### config.mk
export PLATFORM = sky130hd
export DESIGN_NAME = receptor_2de5
export DESIGN_NICKNAME = d
export VERILOG_FILES = /design/src/rtl/receptor_2de5.sv
export SDC_FILE = /design/constraint.sdc
export NUM_CORES = 1
export LEC_CHECK = 0
export CELL_PAD_IN_SITES_DETAIL_PLACEMENT = 0
export CELL_PAD_IN_SITES_GLOBAL_PLACEMENT = 1
export CORE_MARGIN = 10
export CORE_UTILIZATION = 41
export CTS_BUF_LIST = sky130_fd_sc_hd__clkbuf_8
export CTS_CLUSTER_DIAMETER = 80
export DETAILED_ROUTE_END_ITERATION = 7
export GPL_ROUTABILITY_DRIVEN = 0
export GPL_TIMING_DRIVEN = 0
export PLACE_DENSITY = 0.82
export SKIP_LAST_GASP = 1
export SLEW_MARGIN = 30
export SYNTH_ARGS = -nofsm -noshare
export SYNTH_HDL_FRONTEND = slang
export SYNTH_SLANG_ARGS = --single-unit
### constraint.sdc
create_clock -name clk -period 3.3 [get_ports clk]
set_input_delay 0.825 -clock clk [delete_from_list [all_inputs] [get_ports clk]]
set_output_delay 0.825 -clock clk [all_outputs]
set_load 0.05 [all_outputs]
### src/rtl/receptor_2de5.sv
// receptor_2de5: serial 2-of-5 code word receiver.
// Collects five bits strobed by bit_en. A frame with exactly two ones is
// presented on E1..E5; any other weight is reported as an error. A partial
// frame that stalls for TIMEOUT clocks is discarded and reported as an abort.
module receptor_2de5 #(
  parameter int TIMEOUT = 16
) (
  input  logic       clk,
  input  logic       rst_n,
  input  logic       serial_in,
  input  logic       bit_en,
  input  logic       clear,
  output logic       E1,
  output logic       E2,
  output logic       E3,
  output logic       E4,
  output logic       E5,
  output logic       code_valid,
  output logic       word_done,
  output logic       code_error,
  output logic       frame_abort,
  output logic [7:0] err_count
);

  localparam int TW = $clog2(TIMEOUT);
  localparam logic [TW-1:0] TMO_LAST = TW'(TIMEOUT - 1);

  typedef enum logic {IDLE, RECV} state_t;

  state_t          state_q, state_d;
  logic [2:0]      cnt_q, cnt_d;
  logic [3:0]      bits_q, bits_d;
  logic [TW-1:0]   timer_q, timer_d;
  logic [4:0]      word_q, word_d;      // word_q[0] = E1 (first bit received)
  logic            valid_q, valid_d;
  logic            done_q, done_d;
  logic            cerr_q, cerr_d;
  logic            abort_q, abort_d;
  logic [7:0]      err_q, err_d;
  logic [2:0]      weight;
  logic            bump_err;

  // Weight of the candidate word: four held bits plus the bit arriving now.
  always_comb begin
    weight = 3'(serial_in) + 3'(bits_q[0]) + 3'(bits_q[1])
           + 3'(bits_q[2]) + 3'(bits_q[3]);
  end

  // Next-state: frame assembly, code check, idle timeout and error counting.
  always_comb begin
    state_d  = state_q;
    cnt_d    = cnt_q;
    bits_d   = bits_q;
    timer_d  = timer_q;
    word_d   = word_q;
    valid_d  = valid_q;
    done_d   = 1'b0;
    cerr_d   = 1'b0;
    abort_d  = 1'b0;
    err_d    = err_q;
    bump_err = 1'b0;
    if (clear) begin
      // A bit_en coinciding with clear is dropped along with the frame.
      state_d = IDLE;
      cnt_d   = '0;
      bits_d  = '0;
      timer_d = '0;
      word_d  = '0;
      valid_d = 1'b0;
      err_d   = '0;
    end else begin
      case (state_q)
        IDLE: begin
          timer_d = '0;
          if (bit_en) begin
            bits_d[0] = serial_in;
            cnt_d     = 3'd1;
            state_d   = RECV;
          end
        end
        RECV: begin
          if (bit_en) begin
            timer_d = '0;
            if (cnt_q < 3'd4) begin
              bits_d[cnt_q[1:0]] = serial_in;
              cnt_d              = cnt_q + 3'd1;
            end else begin
              if (weight == 3'd2) begin
                word_d  = {serial_in, bits_q};
                valid_d = 1'b1;
                done_d  = 1'b1;
              end else begin
                cerr_d   = 1'b1;
                bump_err = 1'b1;
              end
              cnt_d   = '0;
              state_d = IDLE;
            end
          end else if (timer_q == TMO_LAST) begin
            // TIMEOUT consecutive idle clocks since the last bit.
            abort_d  = 1'b1;
            bump_err = 1'b1;
            cnt_d    = '0;
            timer_d  = '0;
            state_d  = IDLE;
          end else begin
            timer_d = timer_q + TW'(1);
          end
        end
        default: state_d = IDLE;
      endcase
      if (bump_err && err_q != 8'hFF) err_d = err_q + 8'd1;
    end
  end

  // State and output registers with synchronous active-low reset.
  always_ff @(posedge clk) begin
    if (!rst_n) begin
      state_q <= IDLE;
      cnt_q   <= '0;
      bits_q  <= '0;
      timer_q <= '0;
      word_q  <= '0;
      valid_q <= 1'b0;
      done_q  <= 1'b0;
      cerr_q  <= 1'b0;
      abort_q <= 1'b0;
      err_q   <= '0;
    end else begin
      state_q <= state_d;
      cnt_q   <= cnt_d;
      bits_q  <= bits_d;
      timer_q <= timer_d;
      word_q  <= word_d;
      valid_q <= valid_d;
      done_q  <= done_d;
      cerr_q  <= cerr_d;
      abort_q <= abort_d;
      err_q   <= err_d;
    end
  end

  assign E1          = word_q[0];
  assign E2          = word_q[1];
  assign E3          = word_q[2];
  assign E4          = word_q[3];
  assign E5          = word_q[4];
  assign code_valid  = valid_q;
  assign word_done   = done_q;
  assign code_error  = cerr_q;
  assign frame_abort = abort_q;
  assign err_count   = err_q;

endmodule

==> impl_metrics.yaml <==
cells_and_area:
  drive_gt1_share_pct: 7.345
  area_growth_pct: 26.55
  n_antenna_cell: 0
  final_nets: 190
  design_area_um2: 1688
  fillers: 297
setup_path:
  reg2reg_depth: 10
  critPathKind: "primary input to flop"
  timing.rr.end: "err_count[6]$_SDFFE_PP0P_"
  critPathMaxFanout: 10
  cp.required_ns: 3.44
  critical_path.max_stage_delay_ns: 0.50
  endpoint_kind: "flop"
  crit_arrival_ns: 3.24
  slowest_stage: "fa_1"
  worstSetupStartpointType: "primary input"
  r2r-start: "bits_q[0]$_SDFFE_PP0P_"
  cp_cell_sequence: "dlygate4sd2_1, inv_1, fa_1, fa_1, inv_1, ha_1, nand3b_1, a22oi_4, buf_4, o41ai_1, a21oi_1"
  rrSetupSlack_ns: 0.77
clocking:
  clk_latency_ns: 0.28
  cts_num_sinks: 29
  numCtsBuffers: 5
  cts_tree: "built"
  htreeDepth: 2
  cts-root-buf: "clkbuf_8"
  cts_hold_buffers: 0
  cts_buffer_depth: 2
  clkSlewWorstSetupHoldPaths_ns: 0.06
logic_synthesis:
  syn_inst: 147
  avgSynthCellArea_um2: 9.073
  synth_nets: 161
  synth.distinct_cells: 34
  yosysWarningCount: 0
  synth.cell_area_um2: 1334
  synth_seq_cells: 29
  ys_seq_area_share_pct: 43.53
power:
  leakagePower_nw: 0.5912
  vdd_drop_max_uv: 234.9
  total_power_w: 0.0006528
  power_density_nw_per_um2: 386.7
die:
  core_um2: 3078
  die_area_um2: 5934
  io_pins: 22
  die_w_um: 77.04
  num_rows: 20
  fp.dieH_um: 77.04
  initial_core_util_pct: 43.33
hold_path:
  min_to: "timer_q[0]$_SDFF_PP0_"
  hold-path-cell-count: 1
  hold_path.class: "flop to flop"
  min_from: "timer_q[0]$_SDFF_PP0_"
timing:
  tightest_slew_ns: 0.5318
  max_slew_margin_pct: 64.17
  fmax_mhz: 322.3
  slew_viol_final: 0
  period_share_pct: 94.02
  finalClockSkew_ns: 0.007826
  hold_viol_final: 0
  setup_viol_count_final: 0
  period_needed_ns: 3.103
  rsz0062_at_grt: "no"
drt:
  drt-initial-drc-count: 77
  vias_per_cell: 5.208
  first_pass_iters: 4
  wl_um: 2877
  ant_nets: 0
  wl_per_cell_um: 13.02
  vias: 1151
  drc: 0
placed_design:
  place_hpwl_um: 2170
  place_area_um2: 1599
  portBuffers: 21
status:
  status: "finished clean"
global_routing:
  track_usage_pct: 9.888
  grt_pass1_vias: 1133
  grt_pass1_wl_um: 4919
  grt_max_degree: 11
  overflow: 0
  antenna_found_initial: 0
flow_run:
  drv_cap: 0
==> through the flow <==
stage | TNS [ns] | hold slack, ns | cells | worst slack, ns | util, %
3_5_place_dp | -4.155 | 0.4427 | 212 | -0.4764 | 51.95
6_report | 0 | 0.4520 | 221 | 0.1972 | 54.84
2_1_floorplan | 0 | 0.4176 | 147 | 0.3512 | -
4_1_cts | 0 | 0.4542 | 221 | 0.1641 | 54.84
3_3_place_gp | -3.561 | 0.4282 | 212 | -0.4303 | 51.95
5_1_grt | 0 | 0.4687 | 221 | 0.01963 | 54.84
==> synth_stat cells <==
cell type	number	area share [%]
nand4_1	1	0.47
nor3_1	2	0.75
o211ai_1	2	1.1
clkbuf_1	3	0.84
and3_1	3	1.4
nand2b_1	2	0.94
nand3b_1	1	0.56
fa_1	2	3.0
and3b_1	1	0.66
a21oi_1	11	4.1
a22oi_4	1	1.6
ha_1	7	6.6
and2b_2	1	0.66
a22oi_1	2	1.1
or4b_1	1	0.75
inv_1	11	3.1
a21boi_0	1	0.56
o41ai_1	2	1.3
or4_1	4	2.3
xnor2_1	1	0.66
dfxtp_1	29	44
o311ai_0	1	0.66
buf_4	1	0.56
or3_1	1	0.47
nor2b_1	1	0.47
and3_4	1	0.84
nand2_1	12	3.4
nor2_1	16	4.5
o31ai_1	4	2.3
nand3_1	10	3.8
nor2_2	1	0.47
xor2_1	1	0.66
mux2i_1	6	4.5
o21ai_0	4	1.5
==> per-layer routing <==
metal	share of wire, %	vias up	GRT usage [%]	routed length, um
li1	-	577	-	-
met1	41	546	10.03	1188
met2	51	24	17.37	1481
met3	6.4	4	5.012	184
met4	0.80	0	2.920	23
met5	0	-	0	0
==> state kept, by name, summed over array words and instances (netlist names) <==
name / count
word_done: 1
code_valid: 1
err_count: 8
timer_q: 4
bits_q: 4
word_q: 5
frame_abort: 1
state_q: 1
code_error: 1
cnt_q: 3
==> final cells by class <==
cell class              instances  area [um^2]  share of cell area (%)
plain buffers                   4        18.77                   1.112
clock buffers                   5        68.82                   4.077
clock inverters                 3        13.76                  0.8154
inverters                      11        41.29                   2.446
multi-input cells             103        693.2                   41.07
flip-flops and latches         29        580.6                   34.40
well taps                      44        55.05                   3.262
repair buffers                 22        216.5                   12.82
==> critical path, delay by kind of cell <==
kind / cells / cell delay [ns]
adder cells (fa/ha/maj): 3 / 1.09
buffers and inverters: 4 / 0.66
AO/OA/AOI/OAI: 3 / 0.51
AND/OR/NAND/NOR: 1 / 0.16
==> how the worst max path moves through the flow <==
stage / start / end / slack (ns)
floorplan: serial_in / err_count[2]$_SDFFE_PP0P_ / 0.35
global placement: serial_in / err_count[2]$_SDFFE_PP0P_ / -0.43
detailed placement: serial_in / err_count[2]$_SDFFE_PP0P_ / -0.48
CTS: serial_in / err_count[2]$_SDFFE_PP0P_ / 0.16
global route: serial_in / word_q[4]$_SDFFE_PP0P_ / 0.02
finish: serial_in / err_count[6]$_SDFFE_PP0P_ / 0.20
==> cell usage in the layout, fill, tap and decap left out, types with 2 or more instances in the layout <==
master	Yosys	final
dfxtp_1	29	29
clkdlybuf4s50_1	0	20
nor2_1	16	16
inv_1	11	12
nand2_1	12	12
a21oi_1	11	11
nand3_1	10	10
ha_1	7	7
mux2i_1	6	6
clkbuf_8	0	5
o21ai_0	4	4
o31ai_1	4	4
or4_1	4	4
clkbuf_1	3	3
and3_1	3	3
nand2b_1	2	2
nor3_1	2	2
buf_4	1	2
a22oi_1	2	2
o41ai_1	2	2
o211ai_1	2	2
fa_1	2	2
clkinv_2	0	2
==> timing repair <==
action                     CTS  global route
setup buffers                1             0
pin swaps                    1             0
setup endpoints to repair    6             1
gates resized for setup      1             1
==> cell families after synthesis <==
logic type	Yosys count	synth area share [%]
AND/OR/NAND/NOR	58	22.33
XOR/XNOR	2	1.314
flip-flops	29	43.53
AO/OA/AOI/OAI	28	14.26
multiplexers	6	4.503
buffers and inverters	15	4.503
adder cells (fa/ha/maj)	9	9.568
==> where the power goes <==
group / leakage (nW) / internal (W) / switching (W)
combinational: 0.308 / 0.0000105 / 0.0000153
sequential: 0.234 / 0.000352 / 0.00000236
clock: 0.0491 / 0.000143 / 0.000130
total: 0.591 / 0.000505 / 0.000148
Note: power is estimated with default switching activity, not from simulation.
